==> src/rtl/alu_arbiter_if.sv <==
// Request/response and ALU-side signal bundle for alu_arbiter.
// The slave modport is the arbiter's view; master is the requesters' and ALU's view.
interface alu_arbiter_if #(
  parameter int WIDTH = 32
);
  logic             i_req0_valid;
  logic             o_req0_ready;
  logic [4:0]       i_req0_ctrl;
  logic [WIDTH-1:0] i_req0_a;
  logic [WIDTH-1:0] i_req0_b;
  logic             o_rsp0_valid;
  logic             i_rsp0_ready;
  logic [WIDTH-1:0] o_rsp0_result;
  logic             o_rsp0_equal;

  logic             i_req1_valid;
  logic             o_req1_ready;
  logic [4:0]       i_req1_ctrl;
  logic [WIDTH-1:0] i_req1_a;
  logic [WIDTH-1:0] i_req1_b;
  logic             o_rsp1_valid;
  logic             i_rsp1_ready;
  logic [WIDTH-1:0] o_rsp1_result;
  logic             o_rsp1_equal;

  logic [4:0]       o_alu_ctrl;
  logic [WIDTH-1:0] o_alu_a;
  logic [WIDTH-1:0] o_alu_b;
  logic [WIDTH-1:0] i_alu_result;
  logic             i_alu_equal;
  logic             o_busy;

  modport slave (
    input  i_req0_valid, i_req0_ctrl, i_req0_a, i_req0_b, i_rsp0_ready,
    output o_req0_ready, o_rsp0_valid, o_rsp0_result, o_rsp0_equal,
    input  i_req1_valid, i_req1_ctrl, i_req1_a, i_req1_b, i_rsp1_ready,
    output o_req1_ready, o_rsp1_valid, o_rsp1_result, o_rsp1_equal,
    output o_alu_ctrl, o_alu_a, o_alu_b, o_busy,
    input  i_alu_result, i_alu_equal
  );

  modport master (
    output i_req0_valid, i_req0_ctrl, i_req0_a, i_req0_b, i_rsp0_ready,
    input  o_req0_ready, o_rsp0_valid, o_rsp0_result, o_rsp0_equal,
    output i_req1_valid, i_req1_ctrl, i_req1_a, i_req1_b, i_rsp1_ready,
    input  o_req1_ready, o_rsp1_valid, o_rsp1_result, o_rsp1_equal,
    input  o_alu_ctrl, o_alu_a, o_alu_b, o_busy,
    output i_alu_result, i_alu_equal
  );
endinterface

==> src/rtl/alu_arbiter.sv <==
// Two-port arbiter in front of the shared combinational EX-stage ALU:
// grant, run one op per IDLE->EXEC->RESP round, hold the sanitised result until accepted.
module alu_arbiter #(
  parameter int WIDTH     = 32,
  parameter int PRIO_MODE = 0
) (
  input logic          i_clk,
  input logic          i_rst_n,
  alu_arbiter_if.slave bus
);

  typedef enum logic [1:0] {
    IDLE = 2'd0,
    EXEC = 2'd1,
    RESP = 2'd2
  } state_t;

  state_t           state_r;
  logic [4:0]       op_ctrl_r;
  logic [WIDTH-1:0] op_a_r;
  logic [WIDTH-1:0] op_b_r;
  logic             owner_r;
  logic             last_grant_r;
  logic             busy_r;
  logic             rsp0_valid_r;
  logic             rsp1_valid_r;
  logic [WIDTH-1:0] rsp0_result_r;
  logic [WIDTH-1:0] rsp1_result_r;
  logic             rsp0_equal_r;
  logic             rsp1_equal_r;

  logic             grant0_s;
  logic             grant1_s;
  logic             accept_s;
  logic [WIDTH-1:0] result_s;
  logic             equal_s;

  // Codes whose ALU result is meaningless (branches, reserved, undefined) report 0.
  function automatic logic result_zeroed(input logic [4:0] ctrl);
    return ((ctrl >= 5'd10) && (ctrl <= 5'd15)) || (ctrl >= 5'd17);
  endfunction

  // Only compare/branch codes carry a meaningful equal flag.
  function automatic logic equal_kept(input logic [4:0] ctrl);
    return (ctrl == 5'd7) || (ctrl == 5'd8) || ((ctrl >= 5'd10) && (ctrl <= 5'd15));
  endfunction

  // Arbitration: a tie goes to port 0 in fixed mode, otherwise to the port not served last.
  always_comb begin
    grant0_s = 1'b0;
    grant1_s = 1'b0;
    if (bus.i_req0_valid && bus.i_req1_valid) begin
      if ((PRIO_MODE != 0) || last_grant_r) begin
        grant0_s = 1'b1;
      end else begin
        grant1_s = 1'b1;
      end
    end else begin
      grant0_s = bus.i_req0_valid;
      grant1_s = bus.i_req1_valid;
    end
  end

  // Result/flag sanitising and owner-side response acceptance.
  always_comb begin
    result_s = result_zeroed(op_ctrl_r) ? {WIDTH{1'b0}} : bus.i_alu_result;
    equal_s  = equal_kept(op_ctrl_r) ? bus.i_alu_equal : 1'b0;
    accept_s = owner_r ? bus.i_rsp1_ready : bus.i_rsp0_ready;
  end

  assign bus.o_req0_ready  = (state_r == IDLE) && grant0_s;
  assign bus.o_req1_ready  = (state_r == IDLE) && grant1_s;
  assign bus.o_alu_ctrl    = op_ctrl_r;
  assign bus.o_alu_a       = op_a_r;
  assign bus.o_alu_b       = op_b_r;
  assign bus.o_busy        = busy_r;
  assign bus.o_rsp0_valid  = rsp0_valid_r;
  assign bus.o_rsp0_result = rsp0_result_r;
  assign bus.o_rsp0_equal  = rsp0_equal_r;
  assign bus.o_rsp1_valid  = rsp1_valid_r;
  assign bus.o_rsp1_result = rsp1_result_r;
  assign bus.o_rsp1_equal  = rsp1_equal_r;

  // Control FSM; response registers stay 0 outside RESP so idle ports never show stale data.
  always_ff @(posedge i_clk) begin
    if (!i_rst_n) begin
      state_r       <= IDLE;
      op_ctrl_r     <= 5'd0;
      op_a_r        <= {WIDTH{1'b0}};
      op_b_r        <= {WIDTH{1'b0}};
      owner_r       <= 1'b0;
      last_grant_r  <= 1'b1;
      busy_r        <= 1'b0;
      rsp0_valid_r  <= 1'b0;
      rsp1_valid_r  <= 1'b0;
      rsp0_result_r <= {WIDTH{1'b0}};
      rsp1_result_r <= {WIDTH{1'b0}};
      rsp0_equal_r  <= 1'b0;
      rsp1_equal_r  <= 1'b0;
    end else begin
      case (state_r)
        IDLE: begin
          if (grant0_s || grant1_s) begin
            op_ctrl_r    <= grant1_s ? bus.i_req1_ctrl : bus.i_req0_ctrl;
            op_a_r       <= grant1_s ? bus.i_req1_a : bus.i_req0_a;
            op_b_r       <= grant1_s ? bus.i_req1_b : bus.i_req0_b;
            owner_r      <= grant1_s;
            last_grant_r <= grant1_s;
            busy_r       <= 1'b1;
            state_r      <= EXEC;
          end else begin
            state_r      <= IDLE;
          end
        end
        EXEC: begin
          rsp0_valid_r  <= ~owner_r;
          rsp1_valid_r  <= owner_r;
          rsp0_result_r <= owner_r ? {WIDTH{1'b0}} : result_s;
          rsp1_result_r <= owner_r ? result_s : {WIDTH{1'b0}};
          rsp0_equal_r  <= ~owner_r & equal_s;
          rsp1_equal_r  <= owner_r & equal_s;
          state_r       <= RESP;
        end
        RESP: begin
          if (accept_s) begin
            rsp0_valid_r  <= 1'b0;
            rsp1_valid_r  <= 1'b0;
            rsp0_result_r <= {WIDTH{1'b0}};
            rsp1_result_r <= {WIDTH{1'b0}};
            rsp0_equal_r  <= 1'b0;
            rsp1_equal_r  <= 1'b0;
            busy_r        <= 1'b0;
            state_r       <= IDLE;
          end else begin
            state_r       <= RESP;
          end
        end
        default: begin
          rsp0_valid_r <= 1'b0;
          rsp1_valid_r <= 1'b0;
          busy_r       <= 1'b0;
          state_r      <= IDLE;
        end
      endcase
    end
  end

endmodule
==> src/flat_wrapper.sv <==
// flat-port wrapper written by rule: the top's interface ports become plain ports
module alu_arbiter_flat 
#(
  parameter int WIDTH     = 32,
  parameter int PRIO_MODE = 0
)
  (i_clk, i_rst_n, bus_i_req0_valid, bus_i_req0_ctrl, bus_i_req0_a, bus_i_req0_b, bus_i_rsp0_ready, bus_o_req0_ready, bus_o_rsp0_valid, bus_o_rsp0_result, bus_o_rsp0_equal, bus_i_req1_valid, bus_i_req1_ctrl, bus_i_req1_a, bus_i_req1_b, bus_i_rsp1_ready, bus_o_req1_ready, bus_o_rsp1_valid, bus_o_rsp1_result, bus_o_rsp1_equal, bus_o_alu_ctrl, bus_o_alu_a, bus_o_alu_b, bus_o_busy, bus_i_alu_result, bus_i_alu_equal);
  alu_arbiter_if #(.WIDTH(WIDTH)) bus_i ();
  input logic i_clk;
  input logic i_rst_n;
  input wire logic [$bits(bus_i.i_req0_valid)-1:0] bus_i_req0_valid;
  input wire logic [$bits(bus_i.i_req0_ctrl)-1:0] bus_i_req0_ctrl;
  input wire logic [$bits(bus_i.i_req0_a)-1:0] bus_i_req0_a;
  input wire logic [$bits(bus_i.i_req0_b)-1:0] bus_i_req0_b;
  input wire logic [$bits(bus_i.i_rsp0_ready)-1:0] bus_i_rsp0_ready;
  output wire logic [$bits(bus_i.o_req0_ready)-1:0] bus_o_req0_ready;
  output wire logic [$bits(bus_i.o_rsp0_valid)-1:0] bus_o_rsp0_valid;
  output wire logic [$bits(bus_i.o_rsp0_result)-1:0] bus_o_rsp0_result;
  output wire logic [$bits(bus_i.o_rsp0_equal)-1:0] bus_o_rsp0_equal;
  input wire logic [$bits(bus_i.i_req1_valid)-1:0] bus_i_req1_valid;
  input wire logic [$bits(bus_i.i_req1_ctrl)-1:0] bus_i_req1_ctrl;
  input wire logic [$bits(bus_i.i_req1_a)-1:0] bus_i_req1_a;
  input wire logic [$bits(bus_i.i_req1_b)-1:0] bus_i_req1_b;
  input wire logic [$bits(bus_i.i_rsp1_ready)-1:0] bus_i_rsp1_ready;
  output wire logic [$bits(bus_i.o_req1_ready)-1:0] bus_o_req1_ready;
  output wire logic [$bits(bus_i.o_rsp1_valid)-1:0] bus_o_rsp1_valid;
  output wire logic [$bits(bus_i.o_rsp1_result)-1:0] bus_o_rsp1_result;
  output wire logic [$bits(bus_i.o_rsp1_equal)-1:0] bus_o_rsp1_equal;
  output wire logic [$bits(bus_i.o_alu_ctrl)-1:0] bus_o_alu_ctrl;
  output wire logic [$bits(bus_i.o_alu_a)-1:0] bus_o_alu_a;
  output wire logic [$bits(bus_i.o_alu_b)-1:0] bus_o_alu_b;
  output wire logic [$bits(bus_i.o_busy)-1:0] bus_o_busy;
  input wire logic [$bits(bus_i.i_alu_result)-1:0] bus_i_alu_result;
  input wire logic [$bits(bus_i.i_alu_equal)-1:0] bus_i_alu_equal;
  assign bus_i.i_req0_valid = bus_i_req0_valid;
  assign bus_i.i_req0_ctrl = bus_i_req0_ctrl;
  assign bus_i.i_req0_a = bus_i_req0_a;
  assign bus_i.i_req0_b = bus_i_req0_b;
  assign bus_i.i_rsp0_ready = bus_i_rsp0_ready;
  assign bus_o_req0_ready = bus_i.o_req0_ready;
  assign bus_o_rsp0_valid = bus_i.o_rsp0_valid;
  assign bus_o_rsp0_result = bus_i.o_rsp0_result;
  assign bus_o_rsp0_equal = bus_i.o_rsp0_equal;
  assign bus_i.i_req1_valid = bus_i_req1_valid;
  assign bus_i.i_req1_ctrl = bus_i_req1_ctrl;
  assign bus_i.i_req1_a = bus_i_req1_a;
  assign bus_i.i_req1_b = bus_i_req1_b;
  assign bus_i.i_rsp1_ready = bus_i_rsp1_ready;
  assign bus_o_req1_ready = bus_i.o_req1_ready;
  assign bus_o_rsp1_valid = bus_i.o_rsp1_valid;
  assign bus_o_rsp1_result = bus_i.o_rsp1_result;
  assign bus_o_rsp1_equal = bus_i.o_rsp1_equal;
  assign bus_o_alu_ctrl = bus_i.o_alu_ctrl;
  assign bus_o_alu_a = bus_i.o_alu_a;
  assign bus_o_alu_b = bus_i.o_alu_b;
  assign bus_o_busy = bus_i.o_busy;
  assign bus_i.i_alu_result = bus_i_alu_result;
  assign bus_i.i_alu_equal = bus_i_alu_equal;
  alu_arbiter #(.WIDTH(WIDTH), .PRIO_MODE(PRIO_MODE)) u_core (.i_clk(i_clk), .i_rst_n(i_rst_n), .bus(bus_i));
endmodule
==> config.mk <==
export PLATFORM = sky130hd
export DESIGN_NAME = alu_arbiter_flat
export DESIGN_NICKNAME = d
export VERILOG_FILES = /design/src/rtl/alu_arbiter_if.sv /design/src/rtl/alu_arbiter.sv /design/src/flat_wrapper.sv
export SDC_FILE = /design/constraint.sdc
export NUM_CORES = 1
export LEC_CHECK = 0
export ABC_CLOCK_PERIOD_IN_PS = 2500
export CAP_MARGIN = 20
export CORE_MARGIN = 5
export CORE_UTILIZATION = 41
export CTS_BUF_LIST = sky130_fd_sc_hd__clkbuf_4 sky130_fd_sc_hd__clkbuf_8 sky130_fd_sc_hd__clkbuf_16
export DETAILED_ROUTE_END_ITERATION = 7
export GPL_ROUTABILITY_DRIVEN = 0
export GPL_TIMING_DRIVEN = 1
export PLACE_DENSITY = 0.85
export SLEW_MARGIN = 20
export SYNTH_ARGS = -nofsm -noshare
export SYNTH_HDL_FRONTEND = slang
export SYNTH_SLANG_ARGS = --single-unit
==> constraint.sdc <==
create_clock -name i_clk -period 2.5 [get_ports i_clk]
set_clock_uncertainty 0.05 [all_clocks]
set_input_delay 0.25 -clock i_clk [delete_from_list [all_inputs] [get_ports i_clk]]
set_output_delay 0.25 -clock i_clk [all_outputs]
set_load 0.02 [all_outputs]
# Yosys cells after proc, flatten, opt, wreduce, memory -nomap -nowiden
# Cells that the tools add are included.
# totals
out_inout_bits	140
in_bits	177
register_bits	142
# op_classes
order_cmp	3
bitwise	5
mux	25
n_eq_ne	6
n_reduce_logical	14
# ops
cell	count
2-to-1 mux 32 bit	6
case mux 32 bit (2 select lines)	2
2-to-1 mux 1 bit	9
case mux 1 bit (3 select lines)	3
case mux 2 bit (3 select lines)	1
AND reduction 2 bit	3
equality test 5 x 3 -> 1 bit, second input constant	1
equality test 5 x 4 -> 1 bit, second input constant	1
>= comparator 5 x 4 -> 1 bit, second input constant	1
>= comparator 5 bit, second input constant	1
<= comparator 5 x 4 -> 1 bit, second input constant	1
2-to-1 mux 5 bit	1
logical AND 1 bit	4
logical OR 1 bit	4
case mux 1 bit (2 select lines)	2
NOT 1 bit	3
AND reduction 3 bit	1
AND 1 bit	2
equality test 2 x 1 -> 1 bit, second input constant	1
equality test 2 bit, second input constant	1
zero test 2 bit	1
2-to-1 mux 2 bit	1
!= test 2 x 1 -> 1 bit, second input constant	1
!= test 2 bit, second input constant	1
nonzero test 2 bit	1

# Depth between registers and ports, before layout
# depth
depth_word	6
mapped_depth	7

# Worst setup path before layout
# No wires, ideal clock.
# synth_path
kind	reg2reg
from	reg u_core.last_grant_r
to	reg u_core.owner_r
setup_time_ns	0.060
arrival_time_ns	1.568
required_time_ns	2.390
path_stages_with_launch	6
setup_slack_ns	0.823
path_cell_list	dfxtp_1 > a21bo_2 > buf_2 > clkbuf_1 > nor3_1 > o21a_1
# synth_between
elab_chain_cells	4
elab_cells_between_ends	6
classes_between	4 x mux; 2 x reduce/logical
# synth_rtl
item	line	rtl
start, declared	alu_arbiter.sv:23	logic last_grant_r;
start signal, assigned	alu_arbiter.sv:108	last_grant_r <= grant1_s;
2-to-1 mux 1 bit	alu_arbiter.sv:53	if ((PRIO_MODE != 0) || last_grant_r) begin
2-to-1 mux 1 bit	alu_arbiter.sv:52	if (bus.i_req0_valid && bus.i_req1_valid) begin
logical OR 1 bit	alu_arbiter.sv:103	if (grant0_s || grant1_s) begin
AND reduction 2 bit (no line)	n/a	
end signal, assigned	alu_arbiter.sv:107	owner_r <= grant1_s;
end, declared	alu_arbiter.sv:22	logic owner_r;
# Parallel ways exist; a longest one is shown, timed or not.
# A chain may end at the register's enable or synchronous reset.

# Worst setup path after layout
# layout_path
from	reg u_core.state_r[1]
to	out bus_o_req0_ready
# layout_between
elab_chain_cells	2
# layout_rtl
item	line	rtl
start, declared	alu_arbiter.sv:18	state_t state_r;
start signal, assigned	alu_arbiter.sv:87	state_r <= IDLE;
start signal, assigned	alu_arbiter.sv:110	state_r <= EXEC;
start signal, assigned	alu_arbiter.sv:112	state_r <= IDLE;
zero test 2 bit	alu_arbiter.sv:71	assign bus.o_req0_ready = (state_r == IDLE) && grant0_s;
logical AND 1 bit	alu_arbiter.sv:71	
end, declared	flat_wrapper.sv:16	output wire logic [$bits(bus_i.o_req0_ready)-1:0] bus_o_req0_ready;
# No other way between the ends.

==> summary.txt <==
Floorplan
  – Die H: 128 um
  – Initial Util: 41.5%
  – Rows: 43
  – Die X-Extent: 128 um
  – Ports: 317
  – Die footprint: 0.0163 mm^2
  – Core region area: 0.0137 mm^2

Route
  – Average wire per standard cell: 18.7 um
  – Drt via density: 5.46
  – Routed wire length: 20800 um
  – Drc violations: 0
  – DRT Pass-1 Iters: 4
  – DR vias: 6070
  – Detailed Route Iter0 Violations: 280
  – Antenna-violating nets left: 0

Yosys
  – Cell area after synthesis: 0.00569 mm^2
  – FF+latch count, synth: 142
  – Cells after synthesis: 629
  – Top cell type's share of synthesized area: 50.0%
  – Dominant synthesized flop cell: dfxtp_1
  – Net count after synthesis: 806
  – Top cells by area, synth: dfxtp_1, nand2_1, o2bb2ai_1
  – Share of the yosys chip area belonging to registers: 50.0%
  – Area leader, netlist: dfxtp_1
  – Post-synthesis average cell area: 9.04 um^2
  – Post-synth EDFFs: 0
  – Synth cell types: 41
  – Yosys warnings: 0
  – Synth async-reset ratio: 0%

Final layout
  – Post-layout nets: 1095
  – Layout filler cell count: 1050
  – Area grow syn2layout: 68.1%
  – Diodes inserted: 0
  – Util after Layout: 69.7%
  – Cell area after layout: 0.00956 mm^2
  – Register area: 0.00284 mm^2
  – Share of layout cells above drive strength 1: 7.73%
  – Footprint of the multi-input gates: 0.00255 mm^2

Timing
  – Setup_tns: 0 ps
  – Pins Over Slew Limit: 0
  – Max Clk Rate: 0.438 GHz
  – Hold Fails Final Rpt: 0
  – Final Cycle Share: 91.3%
  – RSZ-0062 raised after global routing: no
  – Slew @ Worst Pin: 746 ps
  – Min Tclk post-route: 2280 ps
  – Final setup viols: 0
  – Slew HR: 50.3%

Pwr
  – Peak VDD IR: 0.432 mV
  – Pwr Density: 717 mW/mm^2
  – P_leak: 3.50 nW

Critical path
  – Crit Path Category: flop to output pin
  – CP Max Fanout: 2
  – R2R depth: 4
  – CP required: 2200 ps
  – CP Launch Type: flop
  – CP endpoint kind: output pin
  – CP arrival: 1980 ps

Global routing
  – Largest net degree at the start of global routing: 70
  – Initial antenna violation count: 1
  – GR peak layer: met2
  – Met3 Track Usage GR: 7.88%
  – GRT Overall Usage: 24.5%
  – First-pass GRT wire length: 31800 um
  – GR Util met1: 29.3%
  – Vias in the first global route: 5943
  – GR Util met2: 40.5%
  – GR Overflow Total: 0

Min path
  – WHS Path Cells: 3
  – Hold Crit Class: primary input to flop

CTS
  – Setup bufs post-CTS: 0
  – Clock buffer count from CTS: 17
  – H-tree depth: 4
  – Resized Gates After CTS: 0
  – # hold bufs at CTS: 0
  – CTS root buffer: clkbuf_16
  – CTS tree: yes
  – Buffer depth of the longest clock path: 2
  – CTS clock-pin slew for the worst setup and hold paths: 60 ps
  – Worst-Skew Late Latency: 410 ps
  – CTS Sinks: 142

Run
  – Max-cap violations: 0

Run status
  – Status: complete, no violations

Placed design
  – IO Port Bufs: 316
  – DP Area: 0.00897 mm^2
  – Hpwl dp: 14900 um
==> sequential cells by signal, summed over array words and instances, names as in the netlist, 2 cells and up <==
name                      cells
u_core.bus.o_alu_a           32
u_core.bus.o_alu_b           32
u_core.bus.o_alu_ctrl         5
u_core.bus.o_rsp0_result     32
u_core.bus.o_rsp1_result     32
u_core.state_r                2
==> cell usage after synthesis, types with 3 or more instances <==
cell type    n
a21oi_1     71
a311oi_1    59
a311oi_2    10
buf_2       17
buf_4        6
buf_6        3
clkbuf_1    37
dfxtp_1    142
nand2_1    175
nand2b_1     4
nor2_1       3
nor2b_1      3
o2bb2ai_1   66
==> cells in the final DEF, fill, tap and decap left out, types with 2 or more instances in the layout <==
| cell | count |
|---|---|
| a21oi_1 | 71 |
| a311oi_1 | 59 |
| a311oi_2 | 10 |
| a32oi_2 | 2 |
| buf_12 | 2 |
| buf_4 | 18 |
| bufinv_16 | 2 |
| clkbuf_16 | 17 |
| clkbuf_8 | 2 |
| clkdlybuf4s50_1 | 316 |
| clkinv_2 | 3 |
| clkinv_4 | 3 |
| clkinvlp_4 | 2 |
| dfxtp_1 | 142 |
| inv_6 | 2 |
| nand2_1 | 175 |
| nand2b_1 | 4 |
| nand3b_1 | 2 |
| nand4_1 | 2 |
| nor2_1 | 2 |
| nor2b_1 | 3 |
| o2bb2ai_1 | 66 |
| o31ai_1 | 2 |
==> per-layer routing <==
layer | vias to the layer above | routed length (um)
li1 | 2889 | -
met1 | 2836 | 8070
met2 | 298 | 10000
met3 | 45 | 1930
met4 | 2 | 735
met5 | - | 20
==> power by group <==
part | leakage, nW | switching [mW] | internal [mW]
Sequential | 1.17 | 0.127 | 2.48
Clock | 0.290 | 0.983 | 1.54
Combinational | 2.05 | 0.890 | 0.840
==> metrics by stage <==
stage / hold slack (ps) / power [mW] / cells / setup WS (ps)
after global placement: 394 / 4.35 / 1079 / 219
after global routing: 343 / 7.15 / 1111 / 105
after CTS: 335 / 6.90 / 1111 / 181
after floorplan: 347 / 3.50 / 629 / 823
final: 356 / 6.86 / 1111 / 218
after detailed placement: 396 / 4.38 / 1079 / 207
==> logic make-up (layout without fill, tap and decap cells) <==
kind of cell	Yosys count	after routing	synth area share, %
compound gates	220	220	30.1
buf+inv	68	370	5.70
flops	142	142	50.0
mux	1	1	0.176
simple gates	198	198	14.1
==> cell type report <==
cell class,count,area share [%]
clock inverter,12,1.40
sequential,142,29.7
timing repair buffer,336,34.9
clock buffer,20,4.82
tap,180,2.36
inverter,2,0.0785
multi-input combinational,419,26.7
==> critical path: stages (launching register included) <==
cell and delay (ps):
dfxtp_1 320, or3b_2 480, a21oi_1 130, clkdlybuf4s50_1 650
==> worst paths after layout <==
| path | start | end | slack, ps |
|---|---|---|---|
| min reg2reg | u_core.bus.o_rsp0_valid | u_core.bus.o_rsp0_valid | 410 |
| max reg2reg | u_core.last_grant_r | u_core.bus.o_alu_a[7] | 640 |
| min | bus_i_req0_b[13] | u_core.bus.o_alu_b[13] | 360 |
| max | u_core.state_r[1] | bus_o_req0_ready | 220 |
(Power assumes the default switching activity.)
